### config.mk
export PLATFORM = sky130hd
export DESIGN_NAME = histo_readout_seq
export DESIGN_NICKNAME = d
export VERILOG_FILES = /design/src/rtl/trig_pkg.sv /design/src/rtl/histo_word_buf.sv /design/src/rtl/histo_readout_seq.sv
export SDC_FILE = /design/constraint.sdc
export NUM_CORES = 1
export LEC_CHECK = 0
export BUFFER_PORTS_ARGS = -buffer_cell sky130_fd_sc_hd__buf_2
export CAP_MARGIN = 10
export CORE_ASPECT_RATIO = 0.5
export CORE_MARGIN = 8
export CORE_UTILIZATION = 36
export DETAILED_ROUTE_END_ITERATION = 12
export GPL_TIMING_DRIVEN = 0
export PLACE_DENSITY = 0.66
export SKIP_CTS_REPAIR_TIMING = 1
export SYNTH_ARGS = -nofsm -noshare
export SYNTH_HDL_FRONTEND = slang
export SYNTH_SLANG_ARGS = --single-unit
export TNS_END_PERCENT = 50
### constraint.sdc
create_clock -name clk -period 6.57 [get_ports clk]
set_input_delay 1.971 -clock clk [delete_from_list [all_inputs] [get_ports clk]]
set_output_delay 1.971 -clock clk [all_outputs]
set_load 0.1 [all_outputs]
### src/rtl/trig_pkg.sv
// Shared definitions for the trigger board monitoring readout path.
// Contents:
//   HIST_W      - width of one histogram word
//   HDR_MAGIC   - magic byte that opens every readout header
//   state_t     - readout sequencer states
//   make_header - builds the header word from bank geometry
package trig_pkg;

    localparam int HIST_W = 32;
    localparam logic [7:0] HDR_MAGIC = 8'hA5;

    typedef enum logic [2:0] {
        ST_IDLE,
        ST_HEADER,
        ST_SELECT,
        ST_SETTLE,
        ST_CAPTURE,
        ST_SEND,
        ST_CLEAR,
        ST_FINISH
    } state_t;

    // Header layout: magic, reserved zero byte, bin count, histogram count
    function automatic logic [HIST_W-1:0] make_header(input int nbins, input int nhist);
        logic [31:0] nb;
        logic [31:0] nh;
        nb = 32'(nbins);
        nh = 32'(nhist);
        return {HDR_MAGIC, 8'h00, nb[7:0], nh[7:0]};
    endfunction

endpackage

### src/rtl/histo_word_buf.sv
// Capture buffer for one bin's worth of histogram words.
// Ports:
//   clk, nrst  - clock and async active-low reset
//   load       - capture data_in into the buffer this cycle
//   data_in    - NHIST packed words, word h in bits [32h+31:32h]
//   idx        - selects which captured word drives 'word'
//   word       - captured word at index idx
module histo_word_buf
    import trig_pkg::*;
#(
    parameter int NHIST = 8,
    localparam int IDX_W = (NHIST > 1) ? $clog2(NHIST) : 1
) (
    input  logic                    clk,
    input  logic                    nrst,
    input  logic                    load,
    input  logic [NHIST*HIST_W-1:0] data_in,
    input  logic [IDX_W-1:0]        idx,
    output logic [HIST_W-1:0]       word
);

    logic [HIST_W-1:0] words_q [NHIST];

    // Snapshot the whole bank output at once so the bank selector can move on
    // while the words are still being streamed out
    always_ff @(posedge clk or negedge nrst) begin
        if (!nrst) begin
            for (int i = 0; i < NHIST; i++) begin
                words_q[i] <= '0;
            end
        end else if (load) begin
            for (int i = 0; i < NHIST; i++) begin
                words_q[i] <= data_in[i*HIST_W +: HIST_W];
            end
        end
    end

    assign word = words_q[idx];

endmodule

### src/rtl/histo_readout_seq.sv
// Readout sequencer for the monitoring histogram bank (ADC clock domain).
// Walks the bin selector across all bins, waits for the bank's registered
// output to settle, captures every histogram word of the bin and streams
// them behind a header over a valid/ready link. Optionally pulses the
// bank's histogram clear once a complete readout has gone out.
// Ports:
//   clk, nrst    - clock and async active-low reset
//   start        - one-cycle readout request (honoured only when idle)
//   clear_after  - sampled with start; request a bank clear after readout
//   abort        - cancel the readout at the next safe point
//   hist_sel     - bin selector to the bank
//   hist_data    - bank output, histogram h in bits [32h+31:32h]
//   tx_data/tx_valid/tx_ready/tx_last - outgoing word stream
//   reset_hist   - histogram clear to the bank
//   busy         - sequencer not idle
//   done         - one-cycle pulse on completion or abort
module histo_readout_seq
    import trig_pkg::*;
#(
    parameter int NHIST        = 8,
    parameter int NBINS        = 16,
    parameter int SETTLE       = 3,
    parameter int CLEAR_CYCLES = 2
) (
    input  logic                    clk,
    input  logic                    nrst,
    input  logic                    start,
    input  logic                    clear_after,
    input  logic                    abort,
    output logic [7:0]              hist_sel,
    input  logic [NHIST*HIST_W-1:0] hist_data,
    output logic [HIST_W-1:0]       tx_data,
    output logic                    tx_valid,
    input  logic                    tx_ready,
    output logic                    tx_last,
    output logic                    reset_hist,
    output logic                    busy,
    output logic                    done
);

    localparam int IDX_W = (NHIST > 1) ? $clog2(NHIST) : 1;
    localparam int SW    = (SETTLE > 1) ? $clog2(SETTLE) : 1;
    localparam int CW    = (CLEAR_CYCLES > 1) ? $clog2(CLEAR_CYCLES) : 1;

    localparam logic [7:0]        BIN_LAST    = 8'(NBINS - 1);
    localparam logic [IDX_W-1:0]  H_LAST      = IDX_W'(NHIST - 1);
    localparam logic [SW-1:0]     SETTLE_LOAD = SW'(SETTLE - 1);
    localparam logic [CW-1:0]     CLEAR_LOAD  = CW'(CLEAR_CYCLES - 1);
    localparam logic [HIST_W-1:0] HEADER_WORD = make_header(NBINS, NHIST);

    // The selector is only 8 bits wide and the counters assume at least one
    // cycle of settle and clear
    if (NBINS < 1 || NBINS > 256) begin : g_nbins_range
        $fatal(1, "histo_readout_seq: NBINS must be in 1..256");
    end
    if (NHIST < 1 || NHIST > 255) begin : g_nhist_range
        $fatal(1, "histo_readout_seq: NHIST must be in 1..255");
    end
    if (SETTLE < 1) begin : g_settle_range
        $fatal(1, "histo_readout_seq: SETTLE must be at least 1");
    end
    if (CLEAR_CYCLES < 1) begin : g_clear_range
        $fatal(1, "histo_readout_seq: CLEAR_CYCLES must be at least 1");
    end

    state_t           state_q, state_d;
    logic [7:0]       bin_q, bin_d;
    logic [7:0]       sel_q, sel_d;
    logic [IDX_W-1:0] h_q, h_d;
    logic [SW-1:0]    settle_q, settle_d;
    logic [CW-1:0]    clear_cnt_q, clear_cnt_d;
    logic             clr_latch_q, clr_latch_d;
    logic             abort_pend_q, abort_pend_d;
    logic             load;
    logic             abort_now;
    logic [HIST_W-1:0] buf_word;

    histo_word_buf #(
        .NHIST (NHIST)
    ) u_word_buf (
        .clk     (clk),
        .nrst    (nrst),
        .load    (load),
        .data_in (hist_data),
        .idx     (h_q),
        .word    (buf_word)
    );

    // A request seen this cycle counts as well as one remembered earlier
    assign abort_now = abort | abort_pend_q;
    assign hist_sel  = sel_q;

    // State and datapath registers
    always_ff @(posedge clk or negedge nrst) begin
        if (!nrst) begin
            state_q      <= ST_IDLE;
            bin_q        <= '0;
            sel_q        <= '0;
            h_q          <= '0;
            settle_q     <= '0;
            clear_cnt_q  <= '0;
            clr_latch_q  <= 1'b0;
            abort_pend_q <= 1'b0;
        end else begin
            state_q      <= state_d;
            bin_q        <= bin_d;
            sel_q        <= sel_d;
            h_q          <= h_d;
            settle_q     <= settle_d;
            clear_cnt_q  <= clear_cnt_d;
            clr_latch_q  <= clr_latch_d;
            abort_pend_q <= abort_pend_d;
        end
    end

    // Next-state and output logic. An offered word is never withdrawn, so in
    // HEADER and SEND an abort is only acted on together with a handshake;
    // an abort on the final handshake also suppresses the clear.
    always_comb begin
        state_d      = state_q;
        bin_d        = bin_q;
        sel_d        = sel_q;
        h_d          = h_q;
        settle_d     = settle_q;
        clear_cnt_d  = clear_cnt_q;
        clr_latch_d  = clr_latch_q;
        abort_pend_d = abort_pend_q | abort;
        load         = 1'b0;
        tx_data      = '0;
        tx_valid     = 1'b0;
        tx_last      = 1'b0;
        reset_hist   = 1'b0;
        busy         = (state_q != ST_IDLE);
        done         = 1'b0;

        case (state_q)
            ST_IDLE: begin
                abort_pend_d = 1'b0;
                if (start) begin
                    clr_latch_d = clear_after;
                    bin_d       = '0;
                    h_d         = '0;
                    state_d     = ST_HEADER;
                end
            end

            ST_HEADER: begin
                tx_valid = 1'b1;
                tx_data  = HEADER_WORD;
                if (tx_ready) begin
                    state_d = abort_now ? ST_FINISH : ST_SELECT;
                end
            end

            ST_SELECT: begin
                if (abort_now) begin
                    state_d = ST_FINISH;
                end else begin
                    sel_d    = bin_q;
                    settle_d = SETTLE_LOAD;
                    state_d  = ST_SETTLE;
                end
            end

            ST_SETTLE: begin
                if (abort_now) begin
                    state_d = ST_FINISH;
                end else if (settle_q == '0) begin
                    state_d = ST_CAPTURE;
                end else begin
                    settle_d = settle_q - 1'b1;
                end
            end

            ST_CAPTURE: begin
                if (abort_now) begin
                    state_d = ST_FINISH;
                end else begin
                    load    = 1'b1;
                    h_d     = '0;
                    state_d = ST_SEND;
                end
            end

            ST_SEND: begin
                tx_valid = 1'b1;
                tx_data  = buf_word;
                tx_last  = (bin_q == BIN_LAST) && (h_q == H_LAST);
                if (tx_ready) begin
                    if (abort_now) begin
                        state_d = ST_FINISH;
                    end else if (h_q != H_LAST) begin
                        h_d = h_q + 1'b1;
                    end else if (bin_q != BIN_LAST) begin
                        bin_d   = bin_q + 8'd1;
                        state_d = ST_SELECT;
                    end else if (clr_latch_q) begin
                        clear_cnt_d = CLEAR_LOAD;
                        state_d     = ST_CLEAR;
                    end else begin
                        state_d = ST_FINISH;
                    end
                end
            end

            ST_CLEAR: begin
                reset_hist = 1'b1;
                if (clear_cnt_q == '0) begin
                    state_d = ST_FINISH;
                end else begin
                    clear_cnt_d = clear_cnt_q - 1'b1;
                end
            end

            ST_FINISH: begin
                // Leave everything at idle values so the next readout starts clean
                done         = 1'b1;
                abort_pend_d = 1'b0;
                clr_latch_d  = 1'b0;
                sel_d        = '0;
                bin_d        = '0;
                h_d          = '0;
                state_d      = ST_IDLE;
            end

            default: begin
                state_d = ST_IDLE;
            end
        endcase
    end

endmodule
==> results of run 1 <==
## registers in the layout, indices dropped and copies added (netlist names)
| signal | count |
|---|---|
| state_q | 3 |
| clear_cnt_q | 1 |
| settle_q | 2 |
| clr_latch_q | 1 |
| h_q | 3 |
| hist_sel | 8 |
| bin_q | 8 |
| abort_pend_q | 1 |
| u_word_buf.words_q | 256 |
## cell usage in the layout (no fill, tap or decap), drive strengths merged, types with 2 or more instances in the layout
master and n:
and3 5, clkinv 4, diode 26, a31oi 12
o311ai 2, mux2 257, a22oi 2, inv 10
o21ai 14, nor4 2, nand3 4, nor2b 2
nor2 13, clkbuf 58, o211ai 2, a41oi 2
mux2i 4, nor3 4, nor3b 4, dfrtp 283
nand3b 2, bufinv 6, a21oi 44, mux4 64
nand2b 6, nand2 84, ha 4, or4 4
buf 353
## final timing paths
check,start,endpoint,cells past startpoint,slack [ns]
max,h_q[1],tx_data[14],6,1.45
min,u_word_buf.words_q[199],u_word_buf.words_q[199],1,0.49
max reg2reg,h_q[0],bin_q[6],6,4.35
min reg2reg,u_word_buf.words_q[199],u_word_buf.words_q[199],1,0.49
max in group asynchronous,nrst,hist_sel[1],2,4.31
min in group asynchronous,nrst,u_word_buf.words_q[105],1,1.32
## metal layers
| metal | global-route usage [%] | vias up | share of wire (%) |
|---|---|---|---|
| met5 | 0 | - | 0.080 |
| met4 | 10.55 | 6 | 4.6 |
| met3 | 2.891 | 99 | 3.2 |
| met2 | 36.26 | 194 | 57 |
| met1 | 20.16 | 4899 | 35 |
| li1 | - | 4049 | - |
## cell type report
cell class	instances	area, um^2
inverters	8	30.03
clock buffers	41	860.8
fillers	3236	19450
clock inverters	12	221.5
well taps	484	605.6
multi-input cells	553	5610
repair buffers	308	1597
plain buffers	62	466.7
flip-flops and latches	283	7082
diodes	26	65.06
## stage by stage
stage	power (mW)	TNS [ns]	util, %	setup slack (ns)	area (um^2)
global placement	5.542	-397.53	42.59	-1.417	15330
global route	7.863	0	45.95	1.334	16540
finish	7.504	0	45.95	1.448	16540
CTS	7.562	0	45.77	1.393	16470
detailed placement	5.688	0	42.77	2.029	15390
floorplan	4.876	0	-	1.926	13190
## report_power, final
group	switching, mW	total (mW)	internal (mW)	leakage [nW]
clock network	0.717	1.86	1.15	0.535
registers	0.377	2.84	2.46	3.63
logic	1.50	2.80	1.29	3.67
## cell families (layout without fill, tap and decap cells)
family,count (synthesis),after routing
compound gates,85,85
flops,283,283
simple gates,139,139
buf+inv,70,431
fa+ha+maj,4,4
mux,325,325
other cells,0,26
==> impl_metrics.csv, run 1 <==
group,metric,value,unit
sta,grt_setup_unrepaired,"false",
route,drt-initial-drc-count,470,
power,p_leak,7.839,nW
route,wl,42450,um
yosys,synth_xor_area_share,0,%
floorplan,core_area,35990,um^2
clock_network,numClockSinks,283,
clock_network,cts.root.buffer_cell,"clkbuf_16",
critical_path,critical_path_class,"reg -> out",
run,cap_violations,0,
clock_network,clk_latency,0.56,ns
yosys,synth_compound_area_share,3.890,%
hold_path,holdCritPathClass,"reg -> reg",
clock_network,htree_levels,1,
power,vdd_drop_max,0.2361,mV
yosys,yosysTopAreaCell,"dfrtp_1",
route,first_pass_iters,4,
sta,drv_slew,0,
critical_path,crit_fanout,10,
route,dr_total_vias,9247,
grt,track_usage,19.00,%
critical_path,required,4.60,ns
yosys,synth_edf_count,0,
critical_path,cp.arrival,3.15,ns
critical_path,slowest_stage,"clkbuf_1",
sta,post-route-period-util,77.96,%
final_layout,area_growth,25.40,%
grt,antenna_found_initial,27,
yosys,synth.area.mux_share,33.18,%
yosys,yosysMostFrequentCell,"dfrtp_1",
yosys,synth_fa_ha_area_share,0.3795,%
sta,relSlewSlack,42.47,%
placed_design,io_buffer_count,306,
final_layout,drive_gt1_share,56.20,%
yosys,syn_area,13190,um^2
yosys,synth_cells,906,
grt,grt_pass1_wl,62850,um
placed_design,hpwl,32400,um
sta,period_needed,5.122,ns
yosys,yosysUniqueCellTypes,53,
critical_path,critical_path.endpoint_type,"output port",
run_status,status,"finished, final reports clean",
sta,finalHoldWorstSlack,0.4919,ns
grt,first_global_vias,10560,
power,p_per_area,453.7,nW/um^2
grt,gr-total-overflow,0,
floorplan,die_w,286.7,um
critical_path,crit_buf_inv,3,
grt,grt_max_degree,117,
yosys,ys_seq_area_share,53.70,%
floorplan,initial_core_util,36.65,%
yosys,synth-seq-cells,283,
yosys,synth_top_family_by_area,"multiplexers",
critical_path,cp_common_cell,"buf_2",
floorplan,die_area,43390,um^2
sta,hold_viol_final,0,
yosys,synthesis.nets,1172,
yosys,yosysTopAreaCellShare,53.70,%
yosys,yosys_warnings,0,
floorplan,rows,49,
yosys,ys_async_sr_fraction,100.0,%
sta,worst_pin_slew,0.8630,ns
clock_network,cts_buffers,29,
floorplan,ioPinCount,307,
clock_network,clk_transition_reported_paths,0.06,ns
route,drcViolationCount,0,
critical_path,crit_family,"buffers and inverters",
critical_path,crit_chain,"buf_2 -> clkbuf_1 -> mux4_2 -> nand2_1 -> a21oi_1 -> buf_2",
route,ant_nets,0,
sta,setup_viol,0,
sta,fin_worst_skew,0.01175,ns
yosys,synth.area.top_cells,"dfrtp_1 (54%), mux2_2 (20%), mux4_2 (11%), nand2_1 (2.4%), buf_6 (2.2%)",
yosys,synthTopCellsByCount,"dfrtp_1 (283), mux2_2 (236), nand2_1 (83), mux4_2 (64), a21oi_1 (44)",
critical_path,cpPeakStageDelay,0.67,ns
floorplan,dieHeight,151.3,um
yosys,yosys.area_share.simple,5.094,%
yosys,syn_area_per_cell,14.56,um^2
clock_network,cts_tree,"done",
yosys,synth_ff_type,"dfrtp_1",
clock_network,cts_buffer_depth,3,
placed_design,post-place-cells,1698,
final_layout,nets,1511,
placed_design,gp_congestion,0.8653,
route,wl_per_cell,23.89,um
sta,fmax,195.2,MHz
critical_path,crit_path_start_kind,"flip-flop",
route,vias_per_cell,5.204,
final_layout,fin_cells,1777,
(Power assumes the default switching activity.)
==> run 2, diff against run 1 <==
--- a/config.mk
+++ b/config.mk
@@ -12,7 +12,7 @@
 export CORE_UTILIZATION = 36
 export DETAILED_ROUTE_END_ITERATION = 12
 export GPL_TIMING_DRIVEN = 0
-export PLACE_DENSITY = 0.66
+export PLACE_DENSITY = 0.68
 export SKIP_CTS_REPAIR_TIMING = 1
 export SYNTH_ARGS = -nofsm -noshare
 export SYNTH_HDL_FRONTEND = slang
==> constraint.sdc (replaced) <==
create_clock -name clk -period 4.2 [get_ports clk]
set_input_delay 1.26 -clock clk [delete_from_list [all_inputs] [get_ports clk]]
set_output_delay 1.26 -clock clk [all_outputs]
set_load 0.1 [all_outputs]
==> run 2 against run 1 <==
  * First-iteration DRC count rose by 7.0%
  * Sequential power rose by 57%
  * Global-route usage fell by 0.054 points
  * Clock skew rose by 0.0048 ns
  * Clock power rose by 36%
  * Die area did not move
  * Sequential share of layout area rose by 0.43 points
  * Utilization fell by 0.46 points
  * Combinational power rose by 57%
  * Critical path depth did not move
  * Critical path type unchanged
  * Largest power group unchanged
==> impl_metrics.csv, run 2 (same netlist as run 1, synthesis figures left out) <==
group,metric,value,unit
run_status,status,"finished, final reports clean",
final_layout,area_growth,24.15,%
clock_network,cts_buffer_depth,3,
sta,fin_worst_skew,0.01656,ns
final_layout,regArea,7082,um^2
power,p_per_area,694.9,nW/um^2
critical_path,crit_fanout,10,
sta,worst_pin_slew,0.9002,ns
grt,track_usage,18.95,%
critical_path,r2r_start,"h_q[0]",
power,p_leak,7.777,nW
critical_path,crit_path_start_kind,"flip-flop",
route,wl_per_cell,23.97,um
placed_design,post-place-cells,1698,
sta,finalHoldWorstSlack,0.4905,ns
floorplan,die_area,43390,um^2
grt,antenna_found_initial,20,
grt,grt_pass1_wl,62860,um
clock_network,cts_buffers,29,
critical_path,regToRegSetupSlack,1.95,ns
floorplan,rows,49,
critical_path,critical_path.endpoint_type,"output port",
clock_network,cts_tree,"done",
sta,hold_viol_final,0,
clock_network,numClockSinks,283,
floorplan,dieHeight,151.3,um
critical_path,cp_common_cell,"buf_2",
grt,grt_max_degree,126,
critical_path,cp.arrival,2.86,ns
floorplan,initial_core_util,36.65,%
floorplan,die_w,286.7,um
floorplan,ioPinCount,307,
power,p_total,11.38,mW
sta,period_needed,4.123,ns
hold_path,hp-start,"u_word_buf.words_q[213]",
sta,relSlewSlack,39.99,%
final_layout,fin_cells,1765,
critical_path,crit_chain,"buf_2 -> buf_2 -> mux4_2 -> nand2_1 -> a21oi_1 -> buf_2",
critical_path,slowest_stage,"buf_2",
route,vias_per_cell,5.261,
run,cap_violations,0,
sta,drv_slew,0,
grt,first_global_vias,10500,
placed_design,gp_congestion,0.8476,
sta,fmax,242.6,MHz
final_layout,nFillCells,3246,
clock_network,clk_latency,0.56,ns
clock_network,clk_transition_reported_paths,0.06,ns
final_layout,mostFrequentLayoutCell,"buf_2",
sta,grt_setup_unrepaired,"false",
route,dr_total_vias,9285,
final_layout,multi_input_area,5619,um^2
final_layout,nets,1510,
route,drt-initial-drc-count,503,
hold_path,holdCritPathClass,"reg -> reg",
final_layout,drive_gt1_share,56.14,%
final_layout,layout_common_cells,"buf_2 (313), dfrtp_1 (283), mux2_2 (236)",
route,wl,42310,um
critical_path,required,2.94,ns
sta,post-route-period-util,98.16,%
final_layout,largest_register_ffs,256,
placed_design,io_buffer_count,306,
clock_network,cts.root.buffer_cell,"clkbuf_16",
final_layout,finish.utilization,45.50,%
clock_network,htree_levels,1,
critical_path,cp-startpoint,"h_q[1]",
route,drcViolationCount,0,
sta,setup_viol,0,
route,first_pass_iters,6,
route,ant_nets,0,
floorplan,core_area,35990,um^2
critical_path,cpPeakStageDelay,0.49,ns
grt,gr-total-overflow,0,
critical_path,critical_path_class,"reg -> out",
power,vdd_drop_max,0.3265,mV
sta,fin_tns_setup,0,ns
placed_design,hpwl,32370,um
final_layout,top_register,"u_word_buf.words_q",
run 2: cell count changes in the layout (fill, tap and decap cells not counted), sizes merged:
cell and delta:
clkinvlp +1, buf -2, bufinv -5, clkinv -1, clkbuf +4, diode -8, inv -1
run 2: worst paths after layout:
kind,end,depth (start not counted)
setup / recovery,tx_data[0],6
hold / removal,u_word_buf.words_q[213],1
setup reg to reg,bin_q[6],6
hold reg to reg,u_word_buf.words_q[213],1
max in group asynchronous,u_word_buf.words_q[182],3
min in group asynchronous,u_word_buf.words_q[10],1
run 2: through the flow:
| step | cell area, um^2 | setup slack [ns] |
|---|---|---|
| 2_1_floorplan | 13190 | 0.2672 |
| 3_3_place_gp | 15330 | -3.071 |
| 3_5_place_dp | 15390 | 0.3640 |
| 4_1_cts | 16310 | -0.2344 |
| 5_1_grt | 16370 | 0.002880 |
| 6_report | 16370 | 0.07729 |
run 2: where the power goes:
part           switching (mW)  internal [mW]  total, mW
sequential              0.599           3.86       4.45
combinational            2.36           2.03       4.39
clock                    1.07           1.46       2.53
total                    4.03           7.35       11.4
run 2: worst max-delay path, delay by kind of cell, from the launching register on:
kind,cells,cell delay [ns]
flip-flops,1,0.37
AND/OR/NAND/NOR,1,0.06
buffers and inverters,3,1.26
multiplexers,1,0.32
AO/OA/AOI/OAI,1,0.28
run 2: per-layer routing:
| layer | vias up | part of all wire, % | track usage [%] |
|---|---|---|---|
| met2 | 256 | 55 | 36.09 |
| li1 | 4028 | - | - |
| met5 | - | 0.054 | 0 |
| met3 | 115 | 3.4 | 2.516 |
| met1 | 4882 | 36 | 20.70 |
| met4 | 4 | 5.1 | 9.695 |
run 2: layout make-up:
class | instances | share of cell area, %
Clock buffer | 44 | 5.265
Clock inverter | 6 | 0.3744
Multi-Input combinational cell | 553 | 34.32
Timing Repair Buffer | 308 | 9.765
Sequential cell | 283 | 43.25
Buffer | 61 | 2.873
Inverter | 8 | 0.1834
Tap cell | 484 | 3.698
Antenna cell | 18 | 0.2751
==> run 3, diff against run 2 <==
--- a/config.mk
+++ b/config.mk
@@ -9,10 +9,11 @@
 export CAP_MARGIN = 10
 export CORE_ASPECT_RATIO = 0.5
 export CORE_MARGIN = 8
-export CORE_UTILIZATION = 36
+export CORE_UTILIZATION = 49
 export DETAILED_ROUTE_END_ITERATION = 12
+export GPL_ROUTABILITY_DRIVEN = 0
 export GPL_TIMING_DRIVEN = 0
-export PLACE_DENSITY = 0.68
+export PLACE_DENSITY = 0.86
 export SKIP_CTS_REPAIR_TIMING = 1
 export SYNTH_ARGS = -nofsm -noshare
 export SYNTH_HDL_FRONTEND = slang
==> run 3 against run 2 <==
  * Cell count decreased by 7.4%
  * Combinational power barely moved
  * Power rose by 0.67%
  * Sequential power barely moved
  * Setup slack gained 0.049 ns
  * Critical path type unchanged
  * Largest cell class unchanged
  * Non-clock buffer count up 1
  * Via count is 3.0% higher
  * Largest power group unchanged
  * Wire length is 3.1% lower
  * Maximum frequency increased by 1.2%
  * Sequential share of layout area grew 0.38 points
  * Global-route usage rose by 5.6 points
==> impl_metrics.csv, run 3 (same netlist as run 1, synthesis figures left out) <==
group,metric,value,unit
sta,fmax,245.5,MHz
clock_network,htree_levels,1,
run,cap_violations,0,
floorplan,die_w,248.0,um
final_layout,finish.utilization,61.41,%
final_layout,design_area,16230,um^2
sta,setup_viol,0,
final_layout,nets,1508,
route,vias_per_cell,5.850,
route,dr_total_vias,9559,
sta,fin_worst_skew,0.01304,ns
power,p_total,11.46,mW
power,intPower,7.433,mW
grt,first_global_vias,10660,
grt,antenna_found_initial,21,
sta,period_needed,4.073,ns
final_layout,area_growth,23.08,%
sta,grt_setup_unrepaired,"false",
clock_network,cts_buffer_depth,3,
floorplan,ioPinCount,307,
sta,finalHoldWorstSlack,0.4936,ns
critical_path,crit_fanout,10,
floorplan,dieHeight,132.0,um
critical_path,critical_path_class,"reg -> out",
critical_path,critical_path.endpoint_type,"output port",
grt,grt_max_degree,134,
floorplan,core_area,26430,um^2
clock_network,cts_buffers,26,
final_layout,fin_cells,1634,
power,power_switching,4.023,mW
power,p_comb_share,38.1,%
sta,drv_slew,0,
placed_design,preCtsSetupSlack,0.4322,ns
final_layout,nFillCells,1997,
route,wl_met3,2058,um
route,drt-initial-drc-count,690,
final_layout,largest_register_ffs,256,
placed_design,post-place-cells,1566,
sta,worst_pin_slew,0.8228,ns
grt,grt_pass1_wl,61750,um
clock_network,numClockSinks,283,
critical_path,required,2.94,ns
critical_path,cp.arrival,2.81,ns
power,vdd_drop_max,0.3873,mV
clock_network,cts_tree,"done",
sta,final.setup.worst_slack,0.1266,ns
clock_network,clk_transition_reported_paths,0.07,ns
route,wl_per_cell,25.10,um
power,clkPwrFrac,22.7,%
route,ant_nets,0,
final_layout,layout_common_cells,"buf_2 (311), dfrtp_1 (283), mux2_2 (236)",
sta,hold_viol_final,0,
grt,gr-total-overflow,0,
sta,post-route-period-util,96.99,%
route,wl_met1,15320,um
power,swShare,35.12,%
hold_path,holdCritPathClass,"reg -> reg",
route,drcViolationCount,0,
critical_path,crit_path_start_kind,"flip-flop",
route,first_pass_iters,7,
clock_network,clk_latency,0.55,ns
floorplan,die_area,32740,um^2
grt,track_usage,24.51,%
sta,fin_tns_setup,0,ns
power,p_per_area,705.7,nW/um^2
placed_design,io_buffer_count,306,
power,p_leak,7.776,nW
sta,relSlewSlack,45.15,%
final_layout,mostFrequentLayoutCell,"buf_2",
clock_network,cts.root.buffer_cell,"clkbuf_16",
run_status,status,"finished, final reports clean",
final_layout,drive_gt1_share,56.38,%
route,highest_layer,"met5",
placed_design,place_area,15230,um^2
route,met2_length,21250,um
final_layout,top_register,"u_word_buf.words_q",
floorplan,initial_core_util,49.90,%
power,seq_power_share,39.1,%
placed_design,hpwl,30730,um
floorplan,rows,42,
route,wl,41010,um
-- run 3: cell type report --
| class | count | area [um^2] | area share [%] |
|---|---|---|---|
| sequential | 283 | 7082 | 43.63 |
| tap | 352 | 440.4 | 2.713 |
| inverter | 8 | 30.03 | 0.1850 |
| buffer | 62 | 475.5 | 2.929 |
| clock buffer | 39 | 790.8 | 4.871 |
| antenna | 21 | 52.55 | 0.3237 |
| timing repair buffer | 308 | 1607 | 9.897 |
| clock inverter | 8 | 145.1 | 0.8941 |
| multi-input combinational | 553 | 5610 | 34.56 |
-- run 3: final timing paths --
| kind | slack, ns | end | cells after the start | startpoint |
|---|---|---|---|---|
| max | 0.13 | tx_data[19] | 6 | state_q[1] |
| min | 0.49 | u_word_buf.words_q[200] | 1 | u_word_buf.words_q[200] |
| max reg2reg | 1.88 | h_q[0] | 6 | h_q[0] |
| min reg2reg | 0.49 | u_word_buf.words_q[200] | 1 | u_word_buf.words_q[200] |
| max in group asynchronous | 2.14 | u_word_buf.words_q[173] | 3 | nrst |
| min in group asynchronous | 0.61 | u_word_buf.words_q[104] | 1 | nrst |
-- run 3: critical path, stage by stage (launching register included) --
cell,delay [ns]
dfrtp_1,0.37
buf_4,0.16
nand3b_2,0.31
clkbuf_1,0.36
clkbuf_2,0.35
a21oi_1,0.24
buf_2,0.47
-- run 3: power by group through the flow --
stage / combinational [mW] / sequential [mW] / clock (mW)
after global placement: 4.21 / 4.36 / 0
final: 4.37 / 4.48 / 2.61
after detailed placement: 4.34 / 4.48 / 0
after floorplan: 3.40 / 4.23 / 0
after CTS: 4.37 / 4.44 / 2.63
after global routing: 4.62 / 4.59 / 2.74
-- run 3: metal layers --
metal	vias to the layer above	track usage [%]
met3	141	3.317
met2	415	42.07
met1	4969	29.10
li1	4032	-
met4	2	14.87
met5	-	0
